### src/rtl/rt_block_writer_pkg.sv
// Shared constants for the real-time block writer: bus address offset,
// DAC quadlet flag positions and the replay state encoding.
package rt_block_writer_pkg;

    localparam logic [3:0] OFF_DAC_CTRL     = 4'h0;
    localparam int         RT_DAC_VALID_BIT = 31;
    localparam int         RT_AMP_EN_BIT    = 29;

    localparam logic [2:0] ST_IDLE      = 3'd0;
    localparam logic [2:0] ST_WSTART    = 3'd1;
    localparam logic [2:0] ST_WRITE     = 3'd2;
    localparam logic [2:0] ST_WRITE_GAP = 3'd3;
    localparam logic [2:0] ST_BLK_WEN   = 3'd4;
    localparam logic [2:0] ST_WQUAD_GAP = 3'd5;
    localparam logic [2:0] ST_WQUAD     = 3'd6;

    typedef enum logic [2:0] {
        S_IDLE      = ST_IDLE,
        S_WSTART    = ST_WSTART,
        S_WRITE     = ST_WRITE,
        S_WRITE_GAP = ST_WRITE_GAP,
        S_BLK_WEN   = ST_BLK_WEN,
        S_WQUAD_GAP = ST_WQUAD_GAP,
        S_WQUAD     = ST_WQUAD
    } state_t;

endpackage

### src/rtl/rt_block_writer_chan_select.sv
// Channel sequencing for the block writer: flag reductions and first/next channel.
// With RT_SKIP_IDLE_CHAN_EN defined, channels without valid/amp-enable are skipped.
module rt_chan_select
    import rt_block_writer_pkg::*;
#(
    parameter int NUM_MOTORS = 4
) (
    input  logic [NUM_MOTORS-1:0] i_valid,
    input  logic [NUM_MOTORS-1:0] i_amp_en,
    input  logic [3:0]            i_cur,
    output logic                  o_any_valid,
    output logic                  o_any_active,
    output logic [3:0]            o_first,
    output logic                  o_first_ok,
    output logic [3:0]            o_next,
    output logic                  o_next_ok
);

    logic [NUM_MOTORS-1:0] w_active;
    logic [NUM_MOTORS-1:0] w_elig;

    assign w_active     = i_valid | i_amp_en;
    assign o_any_valid  = |i_valid;
    assign o_any_active = |w_active;

`ifdef RT_SKIP_IDLE_CHAN_EN
    assign w_elig = w_active;
`else
    assign w_elig = '1;
`endif

    // Descending scan so the lowest eligible index wins.
    always_comb begin
        o_first    = '0;
        o_first_ok = 1'b0;
        o_next     = '0;
        o_next_ok  = 1'b0;
        for (int i = NUM_MOTORS - 1; i >= 0; i--) begin
            if (w_elig[i]) begin
                o_first    = 4'(i);
                o_first_ok = 1'b1;
            end
            if (w_elig[i] && (4'(i) > i_cur)) begin
                o_next    = 4'(i);
                o_next_ok = 1'b1;
            end
        end
    end

endmodule

### src/rtl/rt_block_writer.sv
// Stores the real-time write block and replays it onto the board-write bus.
// Define RT_SKIP_IDLE_CHAN_EN to skip channels with neither valid nor amp-enable set.
module rt_block_writer
    import rt_block_writer_pkg::*;
#(
    parameter int NUM_MOTORS   = 4,
    parameter int START_CYCLES = 4,
    parameter int GAP_CYCLES   = 3,
    parameter int CTRL_BITS    = 20
) (
    input  logic        clk,
    input  logic        reset,
    input  logic        rt_write_en,
    input  logic [3:0]  rt_write_addr,
    input  logic [31:0] rt_write_data,
    output logic        bw_write_en,
    output logic        bw_reg_wen,
    output logic        bw_block_wen,
    output logic        bw_block_wstart,
    output logic [7:0]  bw_reg_waddr,
    output logic [31:0] bw_reg_wdata,
    output logic        dac_update,
    output logic        busy,
    output logic [7:0]  overrun_cnt
);

    localparam int CNT_MAX = (START_CYCLES > GAP_CYCLES) ? START_CYCLES : GAP_CYCLES;
    localparam int CNT_W   = $clog2(CNT_MAX + 1);

    state_t                r_state, w_next;
    logic [CNT_W-1:0]      r_cnt;
    logic [3:0]            r_chan, w_chan_next;
    logic [31:0]           r_dac [NUM_MOTORS];
    logic [CTRL_BITS-1:0]  r_ctrl;
    logic                  r_dac_update;
    logic [7:0]            r_overrun;

    logic [NUM_MOTORS-1:0] w_valid, w_amp;
    logic                  w_any_valid, w_any_active, w_first_ok, w_next_ok;
    logic [3:0]            w_first, w_next_chan;
    logic [31:0]           w_cur_data;
    logic                  w_busy, w_trigger;

    always_comb begin
        w_valid    = '0;
        w_amp      = '0;
        w_cur_data = '0;
        for (int i = 0; i < NUM_MOTORS; i++) begin
            w_valid[i] = r_dac[i][RT_DAC_VALID_BIT];
            w_amp[i]   = r_dac[i][RT_AMP_EN_BIT];
            if (r_chan == 4'(i)) w_cur_data = r_dac[i];
        end
    end

    rt_chan_select #(.NUM_MOTORS(NUM_MOTORS)) u_sel (
        .i_valid      (w_valid),
        .i_amp_en     (w_amp),
        .i_cur        (r_chan),
        .o_any_valid  (w_any_valid),
        .o_any_active (w_any_active),
        .o_first      (w_first),
        .o_first_ok   (w_first_ok),
        .o_next       (w_next_chan),
        .o_next_ok    (w_next_ok)
    );

    assign w_busy    = (r_state != S_IDLE);
    assign w_trigger = (r_state == S_IDLE) && rt_write_en && (rt_write_addr == 4'(NUM_MOTORS));

    always_comb begin
        w_next      = r_state;
        w_chan_next = r_chan;
        case (r_state)
            S_IDLE:
                if (w_trigger) w_next = w_any_active ? S_WSTART : S_WQUAD;
            S_WSTART:
                if (r_cnt == CNT_W'(START_CYCLES - 1)) begin
                    w_next      = w_first_ok ? S_WRITE : S_BLK_WEN;
                    w_chan_next = w_first;
                end
            S_WRITE:
                w_next = S_WRITE_GAP;
            S_WRITE_GAP:
                if (r_cnt == CNT_W'(GAP_CYCLES - 1)) begin
                    w_next      = w_next_ok ? S_WRITE : S_BLK_WEN;
                    w_chan_next = w_next_ok ? w_next_chan : r_chan;
                end
            S_BLK_WEN:
                if (r_cnt == CNT_W'(GAP_CYCLES)) w_next = (r_ctrl != '0) ? S_WQUAD_GAP : S_IDLE;
            S_WQUAD_GAP:
                if (r_cnt == CNT_W'(GAP_CYCLES - 1)) w_next = S_WQUAD;
            S_WQUAD:
                w_next = S_IDLE;
            default:
                w_next = S_IDLE;
        endcase
    end

    always_comb begin
        busy            = w_busy;
        bw_write_en     = w_busy;
        bw_block_wstart = (r_state == S_WSTART);
        bw_reg_wen      = (r_state == S_WRITE) || (r_state == S_WQUAD);
        bw_block_wen    = ((r_state == S_BLK_WEN) && (r_cnt == CNT_W'(GAP_CYCLES)))
                          || (r_state == S_WQUAD);
        bw_reg_waddr    = '0;
        bw_reg_wdata    = '0;
        if (r_state == S_WRITE) begin
            bw_reg_waddr = {r_chan + 4'd1, OFF_DAC_CTRL};
            bw_reg_wdata = w_cur_data;
        end else if (r_state == S_WQUAD) begin
            bw_reg_wdata = 32'(r_ctrl);
        end
        dac_update  = r_dac_update;
        overrun_cnt = r_overrun;
    end

    always_ff @(posedge clk) begin
        if (reset) begin
            r_state      <= S_IDLE;
            r_cnt        <= '0;
            r_chan       <= '0;
            r_ctrl       <= '0;
            r_dac_update <= 1'b0;
            r_overrun    <= '0;
            for (int i = 0; i < NUM_MOTORS; i++) r_dac[i] <= '0;
        end else begin
            r_state <= w_next;
            r_chan  <= w_chan_next;
            r_cnt   <= (w_next != r_state) ? '0 : r_cnt + CNT_W'(1);

            if ((r_state == S_IDLE) && rt_write_en) begin
                for (int i = 0; i < NUM_MOTORS; i++)
                    if (rt_write_addr == 4'(i)) r_dac[i] <= rt_write_data;
                if (w_trigger) r_ctrl <= rt_write_data[CTRL_BITS-1:0];
            end

            if (w_busy && rt_write_en && (r_overrun != 8'hFF)) r_overrun <= r_overrun + 8'd1;

            // Flags of the channel just written drop as it enters its gap.
            if (r_state == S_WRITE) begin
                for (int i = 0; i < NUM_MOTORS; i++) begin
                    if (r_chan == 4'(i)) begin
                        r_dac[i][RT_DAC_VALID_BIT] <= 1'b0;
                        r_dac[i][RT_AMP_EN_BIT]    <= 1'b0;
                    end
                end
            end

            if (r_state == S_WQUAD) r_ctrl <= '0;

            if ((r_state == S_IDLE) && (w_next == S_WSTART)) r_dac_update <= w_any_valid;
            else if (w_next == S_IDLE)                      r_dac_update <= 1'b0;
        end
    end

endmodule
### config.mk
export PLATFORM = sky130hd
export DESIGN_NAME = rt_block_writer
export DESIGN_NICKNAME = d
export VERILOG_FILES = /design/src/rtl/rt_block_writer_pkg.sv /design/src/rtl/rt_block_writer_chan_select.sv /design/src/rtl/rt_block_writer.sv
export SDC_FILE = /design/constraint.sdc
export NUM_CORES = 1
export LEC_CHECK = 0
export ABC_AREA = 1
export CORE_AREA = 2 2 117 119
export CTS_CLUSTER_SIZE = 16
export DETAILED_ROUTE_END_ITERATION = 10
export DIE_AREA = 0 0 119 121
export GPL_ROUTABILITY_DRIVEN = 0
export PLACE_DENSITY_LB_ADDON = 0.12
export SLEW_MARGIN = 10
export SYNTH_ARGS = -nofsm -noshare
export SYNTH_HDL_FRONTEND = slang
export SYNTH_SLANG_ARGS = --single-unit
### constraint.sdc
create_clock -name clk -period 4.1 [get_ports clk]
set_input_delay 1.23 -clock clk [delete_from_list [all_inputs] [get_ports clk]]
set_output_delay 1.23 -clock clk [all_outputs]
set_load 0.01 [all_outputs]
==> results of run 1 <==
-- state kept, by name, summed over array words and instances (netlist names) --
signal       cells
r_chan           2
overrun_cnt      8
r_ctrl          20
r_dac          128
r_state          3
r_cnt            3
dac_update       1
-- cell type report --
| cell class | count | area, um2 |
|---|---|---|
| Sequential cell | 165 | 4544 |
| Fill cell | 948 | 3540 |
| Multi-Input combinational cell | 523 | 2743 |
| Timing Repair Buffer | 107 | 1075 |
| Clock buffer | 27 | 545.5 |
| Inverter | 102 | 384.1 |
| Tap cell | 176 | 220.2 |
| Clock inverter | 5 | 33.78 |
-- worst max-delay path: stages, from the launching register on --
cell and delay, ps:
dfxtp_1 420, inv_1 120, ha_1 270, inv_2 100, buf_12 210, nor2_1 90
a31oi_1 180, mux2i_1 90, o21ai_1 210, clkdlybuf4s50_1 570
-- cell usage in the layout (no fill, tap or decap), types with 9 or more instances in the layout --
master,n
nor2_1,151
edfxtp_1,124
clkdlybuf4s50_1,87
nand2_1,76
inv_1,62
o21ai_0,56
nand3_1,52
dfxtp_1,41
inv_2,39
a21oi_1,38
nand2_2,30
a31oi_1,21
mux2i_1,20
a211oi_1,20
clkbuf_16,19
buf_4,15
ha_1,9
-- power by group through the flow --
| stage | clock network [uW] | registers, uW | logic [uW] |
|---|---|---|---|
| 2_1_floorplan | 0 | 1910 | 127 |
| 5_1_grt | 1620 | 1890 | 248 |
| 3_3_place_gp | 0 | 1910 | 219 |
| 3_5_place_dp | 0 | 1920 | 225 |
| 4_1_cts | 1560 | 1880 | 226 |
| 6_report | 1560 | 1880 | 226 |
-- worst paths after layout --
check                                start          endpoint  slack, ps  cells after the start
worst max-delay path             r_chan[0]  bw_reg_wdata[18]        150                      9
worst min-delay path              r_cnt[0]          r_cnt[0]        460                      1
worst max register to register  r_state[0]      r_dac[1][31]       1540                      7
worst min register to register    r_cnt[0]          r_cnt[0]        460                      1
-- repair_timing --
action                     CTS  global route
gates cloned                 0             0
setup endpoints to repair   12             3
gates resized for setup      1             4
pin swaps                    0             0
-- metrics by stage --
stage / std cells / setup WS [ps]
6_report: 1105 / 145.6
3_3_place_gp: 1073 / 515.0
3_5_place_dp: 1073 / 389.2
2_1_floorplan: 842 / 1107
4_1_cts: 1105 / 63.08
5_1_grt: 1105 / 2.057
-- kinds of logic (layout without fill, tap and decap cells) --
| group | Yosys count | in the layout |
|---|---|---|
| AND/OR/NAND/NOR | 338 | 338 |
| adder cells (fa/ha/maj) | 9 | 9 |
| buffers and inverters | 154 | 241 |
| flip-flops | 165 | 165 |
| XOR/XNOR | 4 | 4 |
| multiplexers | 20 | 20 |
| AO/OA/AOI/OAI | 147 | 147 |
| other | 1 | 5 |
-- layer usage --
layer	track usage, %	vias up	share of wire (%)
li1	-	2973	-
met1	35.36	2930	42
met2	48.20	262	50
met3	5.498	28	6.7
met4	9.375	0	1.5
met5	0	-	0
==> results_dict.tcl, run 1 <==
set metrics [dict create \
    status "finished, final reports clean" \
    drcViolationCount 0 \
    total_power_uw 3664 \
    dpl.hpwl_mm 12.14 \
    initialDrtViolationCount 595 \
    hold_class "register to register" \
    holdWs_ps 464.6 \
    min_period_over_period_pct 96.45 \
    synth_compound_area_share_pct 10.45 \
    cts_buffer_depth 2 \
    hold_viol 0 \
    synth_seq_cells 165 \
    final-max-slew-violation-count 0 \
    design.core.area_mm2 0.01309 \
    grt_max_degree 46 \
    setup_tns_ps 0 \
    switching_share_pct 21.97 \
    synth_top_family_by_area "simple AND/OR/NAND/NOR gates" \
    post_cts_buffers 0 \
    cts_hold_buf 0 \
    cap_violations 0 \
    synth_xor_area_share_pct 0.4420 \
    grt_pass1_wl_mm 30.61 \
    fmax_mhz 252.9 \
    syn_to_final_growth_pct 20.43 \
    synth_area_mm2 0.007926 \
    cp_max_fo 45 \
    irDropWorstVdd_uv 273.5 \
    power.density_mw_per_mm2 383.9 \
    pwr-share-seq_pct 51.4 \
    skew_ps 7.176 \
    slew_headroom_pct 42.72 \
    viasPerCell 5.605 \
    rows 42 \
    drt-total-wl_mm 19.41 \
    routedWlPerCell_um 17.56 \
    cts_root_buf "clkbuf_16" \
    synthFlopType "edfxtp_1" \
    post_dp_cell_area_mm2 0.008961 \
    postRouteAntennaNets 0 \
    synthMuxAreaShare_pct 2.526 \
    nets 964 \
    yosys.cell_types.count 40 \
    grt_usage_pct 27.90 \
    crit_arrival_ps 2720 \
    die_x_um 119 \
    syn_inst 838 \
    start_util_pct 60.58 \
    leakagePower_uw 0.003823 \
    via_count 6193 \
    first_pass_iters 7 \
    layout-drive-gt1-share_pct 14.32 \
    design_area_mm2 0.009545 \
    ys_top_cells_by_area "edfxtp_1, dfxtp_1, nor2_1" \
    cp.required_ps 2870 \
    critPathCaptureType "output port" \
    avgSynthCellArea_um2 9.459 \
    seq_area_frac_synth_pct 57.33 \
    yosysTopAreaCell "edfxtp_1" \
    setup_viol_count_final 0 \
    grt_pass1_vias 6064 \
    clock-sinks 165 \
    final_util_pct 72.95 \
    max_slew.worst_pin.slew_ps 857.2 \
    p_clk_share_pct 42.5 \
    synthSimpleGateAreaFrac_pct 19.53 \
    htreeDepth 4 \
    fin_crit_ps 3954 \
    dieArea_mm2 0.01440 \
    synth_top_area_share_pct 46.98 \
    intPower_uw 2859 \
    worstSkewPairLatency_ps 430 \
    cts_tree "yes" \
    cts_inserted_buffers 17 \
    yosysMostFrequentCell "nor2_1" \
    synth_fa_ha_area_share_pct 1.421 \
    netlist_top_cells_count "nor2_1, edfxtp_1, nand2_1" \
    gr-total-overflow 0 \
    comb_power_share_pct 6.2 \
    critPathKind "register to output port" \
    async_flop_share_pct 0 \
    die_h_um 121 \
    clk_pin_slew_ps 60 \
    startpoint_type "register" \
    yosysWarnings 0 \
    n_antenna_cell 0 \
    ios 93 \
    antenna_found_initial 0 \
    rsz0062_at_grt "no" \
    port_buffers 87 \
    synth_edf_count 124 \
    power_switching_uw 804.9 \
]
No activity file was read; power rests on OpenSTA's default activity.
==> inputs of run 2 (changes only) <==
--- a/config.mk
+++ b/config.mk
@@ -11,6 +11,7 @@
 export DETAILED_ROUTE_END_ITERATION = 10
 export DIE_AREA = 0 0 119 121
 export GPL_ROUTABILITY_DRIVEN = 0
+export MAX_ROUTING_LAYER = met4
 export PLACE_DENSITY_LB_ADDON = 0.12
 export SLEW_MARGIN = 10
 export SYNTH_ARGS = -nofsm -noshare
==> constraint.sdc (replaced) <==
create_clock -name clk -period 5 [get_ports clk]
set_input_delay 1.5 -clock clk [delete_from_list [all_inputs] [get_ports clk]]
set_output_delay 1.5 -clock clk [all_outputs]
set_load 0.01 [all_outputs]
==> results_dict.tcl, run 2 (synthesized netlist as in run 1, its figures left out) <==
set metrics [dict create \
    status "finished, final reports clean" \
    nets 959 \
    grt_max_degree 44 \
    gr-total-overflow 0 \
    drt-total-wl_mm 19.72 \
    clk_pin_slew_ps 60 \
    cts_resized 0 \
    cts_inserted_buffers 17 \
    syn_to_final_growth_pct 19.29 \
    dieArea_mm2 0.01440 \
    slew_headroom_pct 37.35 \
    crit_arrival_ps 3110 \
    design.core.area_mm2 0.01309 \
    fmax_mhz 216.9 \
    r2r_setup_slack_ps 2150 \
    critPathKind "register to output port" \
    hold_class "register to register" \
    final_util_pct 72.26 \
    setup_tns_ps 0 \
    max_slew.worst_pin.slew_ps 937.5 \
    cp_max_fo 16 \
    cts_tree "yes" \
    cts_buffer_depth 2 \
    die_x_um 119 \
    viasPerCell 5.754 \
    min_period_over_period_pct 92.22 \
    grt_pass1_vias 6276 \
    postRouteAntennaNets 0 \
    total_power_uw 2993 \
    regMostFlops "r_dac" \
    startpoint_type "register" \
    die_h_um 121 \
    grt_pass1_wl_mm 31.22 \
    worstSkewPairLatency_ps 430 \
    fin_crit_ps 4611 \
    cts_root_buf "clkbuf_16" \
    largest_reg_flops 128 \
    post_cts_buffers 0 \
    leakagePower_uw 0.003777 \
    routedWlPerCell_um 17.93 \
    irDropWorstVdd_uv 269.6 \
    worstReg2RegStart "r_chan[0]" \
    start_util_pct 60.58 \
    busiest_layer "met2" \
    n_antenna_cell 0 \
    critPathCaptureType "output port" \
    first_pass_iters 6 \
    clock-sinks 165 \
    layout-drive-gt1-share_pct 13.74 \
    cp.required_ps 3500 \
    crit_path_start "r_chan[0]" \
    dpl.hpwl_mm 11.98 \
    min_from "r_cnt[0]" \
    skew_ps 9.135 \
    htreeDepth 4 \
    ios 93 \
    final_cell_mix "nor2_1, edfxtp_1, clkdlybuf4s50_1" \
    final-max-slew-violation-count 0 \
    met3_usage_pct 6.861 \
    grt_util_met2_pct 46.77 \
    rsz0062_at_grt "no" \
    initialDrtViolationCount 600 \
    drcViolationCount 0 \
    cts_hold_buf 0 \
    final_common_cell "nor2_1" \
    power.density_mw_per_mm2 316.5 \
    setup_viol_count_final 0 \
    via_count 6329 \
    port_buffers 87 \
    rows 42 \
    antenna_found_initial 0 \
    cap_violations 0 \
    hold_viol 0 \
    met1_usage_pct 36.11 \
    grt_usage_pct 29.03 \
    n_fill_cell 959 \
]
[run 2: cell types whose count changed in the layout (fill, tap and decap cells not counted), sizes merged]
cell,delta
clkbuf,-6
buf,-5
clkinv,+5
bufinv,+2
inv,-2
clkinvlp,+1
[run 2: cell type report]
cell class	instances	area, um2	share of cell area [%]
Sequential cell	165	4544	48.06
Multi-Input combinational cell	523	2743	29.01
Timing Repair Buffer	102	996.0	10.53
Clock buffer	21	460.4	4.870
Inverter	102	382.9	4.049
Tap cell	176	220.2	2.329
Clock inverter	11	108.9	1.151
[run 2: through the flow]
step                instances  hold slack [ps]  area [um2]  worst slack [ps]
floorplan                 842            417.3        7941              1737
global placement         1068            424.2        8886              1058
detailed placement       1068            459.9        8886             976.3
CTS                      1100            468.5        9455             405.5
global route             1100            482.5        9455             256.9
finish                   1100            476.6        9455             389.1
[run 2: power breakdown]
part | internal [uW] | switching, uW | leakage, uW | total (uW)
Clock | 754 | 512 | 0.000281 | 1270
Combinational | 66.3 | 115 | 0.00188 | 181
Sequential | 1520 | 20.7 | 0.00162 | 1550
Total | 2350 | 648 | 0.00378 | 2990
[run 2: critical path: stages, from the launching register on]
cell             delay, ps
dfxtp_1                360
inv_1                  140
ha_1                   680
buf_4                  320
a21oi_1                100
o21ai_0                230
o21ai_0                130
a21oi_1                150
clkdlybuf4s50_1        570
[run 2: final timing paths]
path	cells past startpoint	to
setup / recovery	8	bw_reg_wdata[22]
hold / removal	1	r_cnt[0]
setup reg to reg	9	r_dac[0][29]
hold reg to reg	1	r_cnt[0]
[run 2: per-layer routing]
layer | part of all wire [%] | vias up | wire, um
met5 | 0 | - | 0
met4 | 2.0 | 0 | 402
met3 | 8.3 | 41 | 1644
met2 | 49 | 327 | 9669
met1 | 41 | 2992 | 8004
li1 | - | 2969 | -
==> inputs of run 3 (changes only) <==
--- a/config.mk
+++ b/config.mk
@@ -10,7 +10,6 @@
 export CTS_CLUSTER_SIZE = 16
 export DETAILED_ROUTE_END_ITERATION = 10
 export DIE_AREA = 0 0 119 121
-export GPL_ROUTABILITY_DRIVEN = 0
 export MAX_ROUTING_LAYER = met4
 export PLACE_DENSITY_LB_ADDON = 0.12
 export SLEW_MARGIN = 10
==> results of run 3 <==
The final DEF is identical to that of run 2; final timing and power are the same.
